<file path="config.mk">
export PLATFORM = sky130hd
export DESIGN_NAME = bp_me_dma_bank_arbiter
export DESIGN_NICKNAME = d
export VERILOG_FILES = /design/src/rtl/bp_me_dma_bank_arbiter.sv
export SDC_FILE = /design/constraint.sdc
export NUM_CORES = 1
export LEC_CHECK = 0
export CAP_MARGIN = 40
export CORE_AREA = 2 2 190 192
export CTS_BUF_LIST = sky130_fd_sc_hd__clkbuf_16
export CTS_CLUSTER_SIZE = 24
export DETAILED_ROUTE_END_ITERATION = 16
export DIE_AREA = 0 0 192 194
export GPL_ROUTABILITY_DRIVEN = 0
export SLEW_MARGIN = 20
export SYNTH_ARGS = -nofsm -noshare
export SYNTH_HDL_FRONTEND = slang
export SYNTH_SLANG_ARGS = --single-unit
</file>
<file path="constraint.sdc">
create_clock -name clk_i -period 5.1 [get_ports clk_i]
set_input_delay 1.02 -clock clk_i [delete_from_list [all_inputs] [get_ports clk_i]]
set_output_delay 1.02 -clock clk_i [all_outputs]
set_load 0.01 [all_outputs]
</file>
<file path="src/rtl/bp_me_dma_bank_arbiter.sv">
// Merges per-bank L2 DMA channels onto one DRAM DMA channel: round-robin packet arbiter,
// writeback burst steering from the owning bank, and in-order fill return via a bank-id tag FIFO.
module bp_me_dma_bank_arbiter #(
  parameter int num_banks_p           = 2,
  parameter int daddr_width_p         = 28,
  parameter int fill_width_p          = 64,
  parameter int block_size_in_fills_p = 8,
  parameter int rd_tag_els_p          = 4,
  localparam int bid_w = (num_banks_p > 1) ? $clog2(num_banks_p) : 1,
  localparam int pkt_w = 1 + daddr_width_p,
  localparam int cnt_w = $clog2(block_size_in_fills_p),
  localparam int ptr_w = (rd_tag_els_p > 1) ? $clog2(rd_tag_els_p) : 1,
  localparam int occ_w = $clog2(rd_tag_els_p + 1)
) (
  input  logic                                     clk_i,
  input  logic                                     reset_i,
  input  logic [num_banks_p-1:0][pkt_w-1:0]        dma_pkt_i,
  input  logic [num_banks_p-1:0]                   dma_pkt_v_i,
  output logic [num_banks_p-1:0]                   dma_pkt_ready_and_o,
  output logic [num_banks_p-1:0][fill_width_p-1:0] dma_data_o,
  output logic [num_banks_p-1:0]                   dma_data_v_o,
  input  logic [num_banks_p-1:0]                   dma_data_ready_and_i,
  input  logic [num_banks_p-1:0][fill_width_p-1:0] dma_data_i,
  input  logic [num_banks_p-1:0]                   dma_data_v_i,
  output logic [num_banks_p-1:0]                   dma_data_ready_and_o,
  output logic [pkt_w-1:0]                         mem_pkt_o,
  output logic                                     mem_pkt_v_o,
  input  logic                                     mem_pkt_ready_and_i,
  input  logic [fill_width_p-1:0]                  mem_data_i,
  input  logic                                     mem_data_v_i,
  output logic                                     mem_data_ready_and_o,
  output logic [fill_width_p-1:0]                  mem_data_o,
  output logic                                     mem_data_v_o,
  input  logic                                     mem_data_ready_and_i
);

  logic [bid_w-1:0]       rr_ptr_q, rr_ptr_d, grant, wr_bank_q, head;
  logic                   wr_busy_q;
  logic [cnt_w-1:0]       wr_cnt_q, rd_cnt_q;
  logic [bid_w-1:0]       tag_mem_q [rd_tag_els_p];
  logic [ptr_w-1:0]       tag_wr_q, tag_rd_q;
  logic [occ_w-1:0]       tag_cnt_q;
  logic                   tag_empty, tag_full, any;
  logic                   pkt_hs, pkt_wr, push, pop, wr_hs, rd_hs;
  logic [num_banks_p-1:0] elig;
  logic [bid_w:0]         g_inc;

  assign tag_empty = (tag_cnt_q == '0);
  assign tag_full  = (tag_cnt_q == occ_w'(rd_tag_els_p));
  assign head      = tag_mem_q[tag_rd_q];

  // Writes wait for the burst engine, reads wait for a free tag slot.
  always_comb begin
    elig = '0;
    for (int i = 0; i < num_banks_p; i++)
      elig[i] = dma_pkt_v_i[i] & (dma_pkt_i[i][pkt_w-1] ? ~wr_busy_q : ~tag_full);
  end

  always_comb begin
    logic [bid_w:0] idx;
    idx   = '0;
    grant = rr_ptr_q;
    any   = 1'b0;
    for (int k = 0; k < num_banks_p; k++) begin
      idx = {1'b0, rr_ptr_q} + (bid_w+1)'(k);
      if (idx >= (bid_w+1)'(num_banks_p)) idx = idx - (bid_w+1)'(num_banks_p);
      if (!any && elig[idx[bid_w-1:0]]) begin
        grant = idx[bid_w-1:0];
        any   = 1'b1;
      end
    end
  end

  assign g_inc    = {1'b0, grant} + (bid_w+1)'(1);
  assign rr_ptr_d = (g_inc >= (bid_w+1)'(num_banks_p)) ? '0 : g_inc[bid_w-1:0];

  assign mem_pkt_v_o = ~reset_i & any;
  assign mem_pkt_o   = dma_pkt_i[grant];
  assign pkt_hs      = mem_pkt_v_o & mem_pkt_ready_and_i;
  assign pkt_wr      = mem_pkt_o[pkt_w-1];

  always_comb begin
    dma_pkt_ready_and_o        = '0;
    dma_pkt_ready_and_o[grant] = pkt_hs;
  end

  assign mem_data_o   = dma_data_i[wr_bank_q];
  assign mem_data_v_o = ~reset_i & wr_busy_q & dma_data_v_i[wr_bank_q];
  assign wr_hs        = mem_data_v_o & mem_data_ready_and_i;

  always_comb begin
    dma_data_ready_and_o            = '0;
    dma_data_ready_and_o[wr_bank_q] = ~reset_i & wr_busy_q & mem_data_ready_and_i;
  end

  // Fill data is broadcast; only the bank at the tag FIFO head sees valid.
  assign dma_data_o           = {num_banks_p{mem_data_i}};
  assign mem_data_ready_and_o = ~reset_i & ~tag_empty & dma_data_ready_and_i[head];
  assign rd_hs                = mem_data_v_i & mem_data_ready_and_o;
  assign pop                  = rd_hs & (rd_cnt_q == cnt_w'(block_size_in_fills_p-1));
  assign push                 = pkt_hs & ~pkt_wr;

  always_comb begin
    dma_data_v_o       = '0;
    dma_data_v_o[head] = ~reset_i & ~tag_empty & mem_data_v_i;
  end

  always_ff @(posedge clk_i or posedge reset_i) begin
    if (reset_i) begin
      rr_ptr_q  <= '0;
      wr_busy_q <= 1'b0;
      wr_bank_q <= '0;
      wr_cnt_q  <= '0;
      rd_cnt_q  <= '0;
      tag_wr_q  <= '0;
      tag_rd_q  <= '0;
      tag_cnt_q <= '0;
    end else begin
      if (pkt_hs) rr_ptr_q <= rr_ptr_d;
      if (pkt_hs & pkt_wr) begin
        wr_busy_q <= 1'b1;
        wr_bank_q <= grant;
        wr_cnt_q  <= '0;
      end else if (wr_hs) begin
        wr_cnt_q <= wr_cnt_q + cnt_w'(1);
        if (wr_cnt_q == cnt_w'(block_size_in_fills_p-1)) wr_busy_q <= 1'b0;
      end
      if (rd_hs) rd_cnt_q <= rd_cnt_q + cnt_w'(1);
      if (push)
        tag_wr_q <= (tag_wr_q == ptr_w'(rd_tag_els_p-1)) ? '0 : tag_wr_q + ptr_w'(1);
      if (pop)
        tag_rd_q <= (tag_rd_q == ptr_w'(rd_tag_els_p-1)) ? '0 : tag_rd_q + ptr_w'(1);
      tag_cnt_q <= tag_cnt_q + occ_w'(push) - occ_w'(pop);
    end
  end

  always_ff @(posedge clk_i) begin
    if (push) tag_mem_q[tag_wr_q] <= grant;
  end

`ifndef SYNTHESIS
  always_ff @(posedge clk_i) begin
    if (!reset_i) assert (!(mem_data_v_i && tag_empty));
  end
`endif

endmodule
</file>
# Word level (Yosys, flattened, before mapping)
# Memories as Yosys holds them, arrays and structs flattened.
# Index checks and enable logic that the tools add are counted.
dict set report op_classes {
  n_addsub 10
  magnitude_cmp 11
  eq_ne 5
  muxes 36
  bitwise_logic 23
  n_reduce_logical 9
}
# cell count
set op_table {}
lappend op_table {{$mux 64} 2}
lappend op_table {{$mux 29} 2}
lappend op_table {{$mux 1} 25}
lappend op_table {{$and 1x1->1} 15}
lappend op_table {{$lt 1x2->1 const B} 5}
lappend op_table {{$eq 3x3->1 const B} 3}
lappend op_table {{$add 3x1->3 const B} 2}
lappend op_table {{$and 2x2->2} 3}
lappend op_table {{$mux 3} 2}
lappend op_table {{$not 1->1} 5}
lappend op_table {{$add 1x1->2 const B} 2}
lappend op_table {{$add 2x1->2 const B} 2}
lappend op_table {{$eq 2x2->1 const B} 2}
lappend op_table {{$ge 2x2->1 const B} 2}
lappend op_table {{$logic_and 1x1->1} 4}
lappend op_table {{$mux 2} 2}
lappend op_table {{$reduce_bool 2->1} 2}
lappend op_table {{$add 3x1->3} 1}
lappend op_table {{$demux 1 s1} 3}
lappend op_table {{$ge 1x1->1 const B} 3}
lappend op_table {{$logic_not 3->1} 1}
lappend op_table {{$sub 3x1->3} 1}
lappend op_table {{$ge 1x2->1 const B} 1}
lappend op_table {{$reduce_and 2->1} 1}
lappend op_table {{other kinds (2)} 3}
dict set report totals {
  reg_bits 16
  ram_bits 4
  input_bits 261
  wordCells 103
  n_memories 1
}
# memory words word_bits rd rd_ports_with_merged_regs write_ports line
set memory_table {}
lappend memory_table {tag_mem_q 4 1 1 0 1 40} ;# logic [bid_w-1:0] tag_mem_q [rd_tag_els_p];

# Longest topological paths before layout
dict set report depth {
  word_depth 16
  mapped_depth 12
  ltp_nobuf 12
}

# Worst setup path after synthesis
# Ideal clock, no wire load.
dict set report synth_timing {
  path_type {input port to flip-flop}
  start {input port dma_pkt_i[57] (netlist bit)}
  end {register tag_cnt_q[2]}
  setup_time_ns 0.123
  arrival_ns 3.634
  required_ns 4.977
  setup_slack_ns 1.343
  stages 12
  n_path_buf 0
  path_cell_list {or4b_1 -> and3_1 -> maj3_2 -> mux2_4 -> nor2_8 -> inv_1 -> ha_1 -> inv_1 -> ha_1 -> fa_1 -> xnor2_1 -> xnor2_1}
}
dict set report synth_between {
  elab_chain_cells 14
  elab_cells_between_ends 20
}
# element line
set synth_lines {}
lappend synth_lines {{start, declared} 17} ;# input logic [num_banks_p-1:0][pkt_w-1:0] dma_pkt_i,
lappend synth_lines {{$mux 1} 56} ;# elig[i] = dma_pkt_v_i[i] & (dma_pkt_i[i][pkt_w-1] ? ~wr_busy_q : ~tag_full);
lappend synth_lines {{$and 1x1->1} 56}
lappend synth_lines {{$mux 1 (not written as such) (2 in series)} 67} ;# if (!any && elig[idx[bid_w-1:0]]) begin
lappend synth_lines {{$mux 1} 67}
lappend synth_lines {{$logic_not 1->1} 67}
lappend synth_lines {{$logic_and 1x1->1} 67}
lappend synth_lines {{$mux 1} 67}
lappend synth_lines {{$mux 29 (not written as such) (*) (2 in series)} 78} ;# assign mem_pkt_o = dma_pkt_i[grant];
lappend synth_lines {{net mem_pkt_o[28]} 26} ;# output logic [pkt_w-1:0] mem_pkt_o,
lappend synth_lines {{$not 1->1 (*)} 101} ;# assign push = pkt_hs & ~pkt_wr;
lappend synth_lines {{$and 1x1->1 (*)} 101}
lappend synth_lines {{$add 3x1->3 (*)} 133} ;# tag_cnt_q <= tag_cnt_q + occ_w'(push) - occ_w'(pop);
lappend synth_lines {{$sub 3x1->3 (*)} 133}
lappend synth_lines {{end signal, assigned} 133}
lappend synth_lines {{end, declared} 42} ;# logic [occ_w-1:0] tag_cnt_q;
# Mark *: on every way through the listed nets, which the timed path passes. The rest lies on a longest branch. The select of a mux whose other input is x is not followed.
# A chain may end at the register's enable or synchronous reset.

# Final worst setup path
dict set report layout_timing {
  start {input port dma_pkt_i[57] (netlist bit)}
  end {output port mem_pkt_o[28]}
}
dict set report layout_between {
  elab_chain_cells 10
  elab_cells_between_ends 13
}
# element line
set layout_lines {}
lappend layout_lines {{$mux 1} 56}
lappend layout_lines {{$and 1x1->1} 56}
lappend layout_lines {{$mux 1 (not written as such) (2 in series)} 67}
lappend layout_lines {{$mux 1} 67}
lappend layout_lines {{$logic_not 1->1} 67}
lappend layout_lines {{$logic_and 1x1->1} 67}
lappend layout_lines {{$mux 1} 67}
lappend layout_lines {{$mux 29 (not written as such) (*) (2 in series)} 78}
lappend layout_lines {{end, declared} 26}
# Every way passes the cells marked *; elsewhere a longest branch is shown, timed or not. The select of a mux whose other input is x is not followed.

==> results <==
==> through the flow <==
step	util, %	std cells	setup slack [ps]	area [µm²]	power, W
after floorplan	-	330	1340	3180	0.000898
after global placement	16.4	954	534	5780	0.00136
after detailed placement	16.4	954	517	5780	0.00138
after CTS	16.6	958	520	5860	0.00155
after global routing	16.6	958	462	5860	0.00162
final	16.6	958	528	5860	0.00152
==> flip-flops by register name, indices dropped and copies added, names as in the netlist <==
signal and cells:
rd_cnt_q 3, rr_ptr_q 1, tag_cnt_q 3, tag_mem_q 4, tag_rd_q 2, tag_wr_q 2, wr_bank_q 1, wr_busy_q 1
wr_cnt_q 3
==> critical path: cells and delay by family <==
kind | cells | cell delay [ps]
buffers and inverters | 3 | 1150
AND/OR/NAND/NOR | 2 | 700
multiplexers | 1 | 350
adder cells (fa/ha/maj) | 1 | 330
==> cell type report <==
class | instances | area (µm²) | area share (%)
clock buffer | 3 | 75.1 | 1.28
timing repair buffer | 302 | 3030 | 51.6
clock inverter | 1 | 3.75 | 0.0641
tap | 461 | 577 | 9.84
multi-input combinational | 163 | 1620 | 27.7
inverter | 8 | 30.0 | 0.512
sequential | 20 | 524 | 8.95
==> layer usage <==
layer	up-vias	global-route usage (%)	routed length (µm)
met3	44	3.33	1970
met1	1314	7.11	4950
met4	4	2.91	546
met5	-	0	23
met2	256	11.4	6160
li1	1326	-	-
==> cell usage in the layout (no fill, tap or decap), drive strengths merged, types with 2 or more instances in the layout <==
cell type	synthesis	routed
clkdlybuf4s50	0	298
mux2	100	100
dfrtp	16	16
nor2	12	12
ha	11	11
inv	8	8
nand2	6	6
nand3	4	4
and3	4	4
and2	4	4
edfxtp	4	4
buf	135	4
a21oi	3	3
mux2i	3	3
clkbuf	4	3
xor2	2	2
nor3	2	2
xnor2	2	2
or4b	2	2
==> kinds of logic (layout without fill, tap and decap cells) <==
kind of cell | count (synthesis) | after routing | share of synthesized area (%)
AOI/OAI and AO/OA | 5 | 5 | 0.905
xor gates and xnor gates | 4 | 4 | 1.10
adders and majority gates | 13 | 13 | 5.31
buffers and inverters | 147 | 314 | 32.6
DFF | 20 | 20 | 16.4
muxes | 104 | 104 | 37.2
and+or+nand+nor | 37 | 37 | 6.57
==> final timing paths <==
check	cells past startpoint	slack, ps	to	startpoint
min in group asynchronous	3	1370	tag_rd_q[0]	reset_i
max in group asynchronous	3	3530	wr_bank_q	reset_i
hold reg to reg	1	480	rd_cnt_q[0]	rd_cnt_q[0]
setup reg to reg	13	1660	tag_cnt_q[2]	tag_cnt_q[1]
setup / recovery	7	530	mem_pkt_o[28]	dma_pkt_i[57]
hold / removal	1	480	rd_cnt_q[0]	rd_cnt_q[0]
==> power by group <==
group          internal (W)  leakage [nW]  switching (W)
clock network      0.000104        0.0385      0.0000575
logic              0.000673          1.87       0.000377
registers          0.000226         0.228      0.0000836
total               0.00100          2.14       0.000518
==> flow_summary_export.csv <==
group,metric,value,unit
detailed_routing,dr_total_vias,2944,
synthesis,ys_ff_latch,20,
min_path,hold_path.class,"reg -> reg",
synthesis,ys_top_cells_by_count,"buf_4 (128), mux2_2 (97), dfrtp_1 (16), ha_1 (11), nor2_1 (11)",
setup_path,crit_path_top_delay_cell,"or4b_1",
synthesis,synth_top_area_share,34.3,%
floorplan,die_area,37200,µm²
synthesis,ys.flop_type,"dfrtp_1",
finish,syn_to_final_growth,84.2,%
sta,max_freq,219,MHz
setup_path,cp_cell_sequence,"clkdlybuf4s50_1 > or4b_1 > and3_1 > maj3_2 > buf_12 > mux2_4 > clkdlybuf4s50_1",
finish,drive_above_1_share,22.1,%
power,ir_drop,0.158,mV
sta,worst_hold_slack,480,ps
synthesis,async_flop_share,80.0,%
synthesis,synthCells,330,
setup_path,crit_type,"in -> out",
detailed_routing,drt_first_pass_iters,5,
clock_network,cts_made_buffers,3,
synthesis,synth.most_common_cell,"buf_4",
synthesis,yosys_warnings,0,
sta,tns,0,ps
setup_path,cp.required,4080,ps
clock_network,cts.clk_slew.worst_paths,50,ps
sta,rsz0062_at_grt,"false",
synthesis,synth_area_leader_cell,"mux2_2",
floorplan,coreArea,35200,µm²
sta,finalCritPeriodShare,89.6,%
sta,period_minus_slack,4570,ps
synthesis,seq_area_frac_synth,16.4,%
sta,slew_violations,0,
setup_path,arrival,3550,ps
place,dpl.hpwl,12000,µm
place,portBuffers,298,
global_routing,grt.total_usage,6.75,%
clock_network,post_cts_buffers,0,
clock_network,clock-root-buffer,"clkbuf_16",
setup_path,crit_fanout,36,
clock_network,cts_resized,0,
clock_network,cts_htree_levels,1,
sta,tightest_slew,653,ps
global_routing,antenna_found_initial,2,
power,power.leakage,2.14,nW
synthesis,syn_nets,603,
detailed_routing,routed_wl,13700,µm
global_routing,grt_pass1_vias,3083,
sta,skew,2.05,ps
setup_path,crit_top_cell,"clkdlybuf4s50_1",
setup_path,critPathMaxStageDelay,510,ps
clock_network,cts_sinks,20,
floorplan,num_rows,69,
outcome,status,"completed",
floorplan,ios,491,
global_routing,grt_pass1_wl,18500,µm
setup_path,cp-end-kind,"primary output",
floorplan,start_util,9.03,%
detailed_routing,routedWlPerCell,14.3,µm
clock_network,cts_tree,"yes",
synthesis,synth_edf_count,4,
floorplan,die_w,192,µm
finish,antenna_cells,0,
sta,setup_viol_count_final,0,
sta,hold_viol,0,
sta,relSlewSlack,56.4,%
finish,nNetsFinal,771,
setup_path,crit_path_start_kind,"primary input",
global_routing,grt_max_degree,44,
detailed_routing,drt_iter0_drc,57,
synthesis,synthTopCellsByArea,"mux2_2 (34%), buf_4 (30%), dfrtp_1 (13%), ha_1 (4.3%), edfxtp_1 (3.8%)",
synthesis,synth_area_per_cell,9.64,µm²
detailed_routing,via_per_inst,3.07,
detailed_routing,antenna_left,0,
clock_network,max-clock-path-buffers,2,
synthesis,netlist_area,3180,µm²
clock_network,clock_latency,250,ps
floorplan,die_h,194,µm
synthesis,yosysUniqueCellTypes,32,
run,drv_cap,0,
global_routing,grt-ovfl-total,0,
clock_network,hold_buffers,0,
power,power_density,260,nW/µm²
finish,fill_cells,3954,
detailed_routing,drc,0,
No activity file was read; power rests on OpenSTA's default activity.
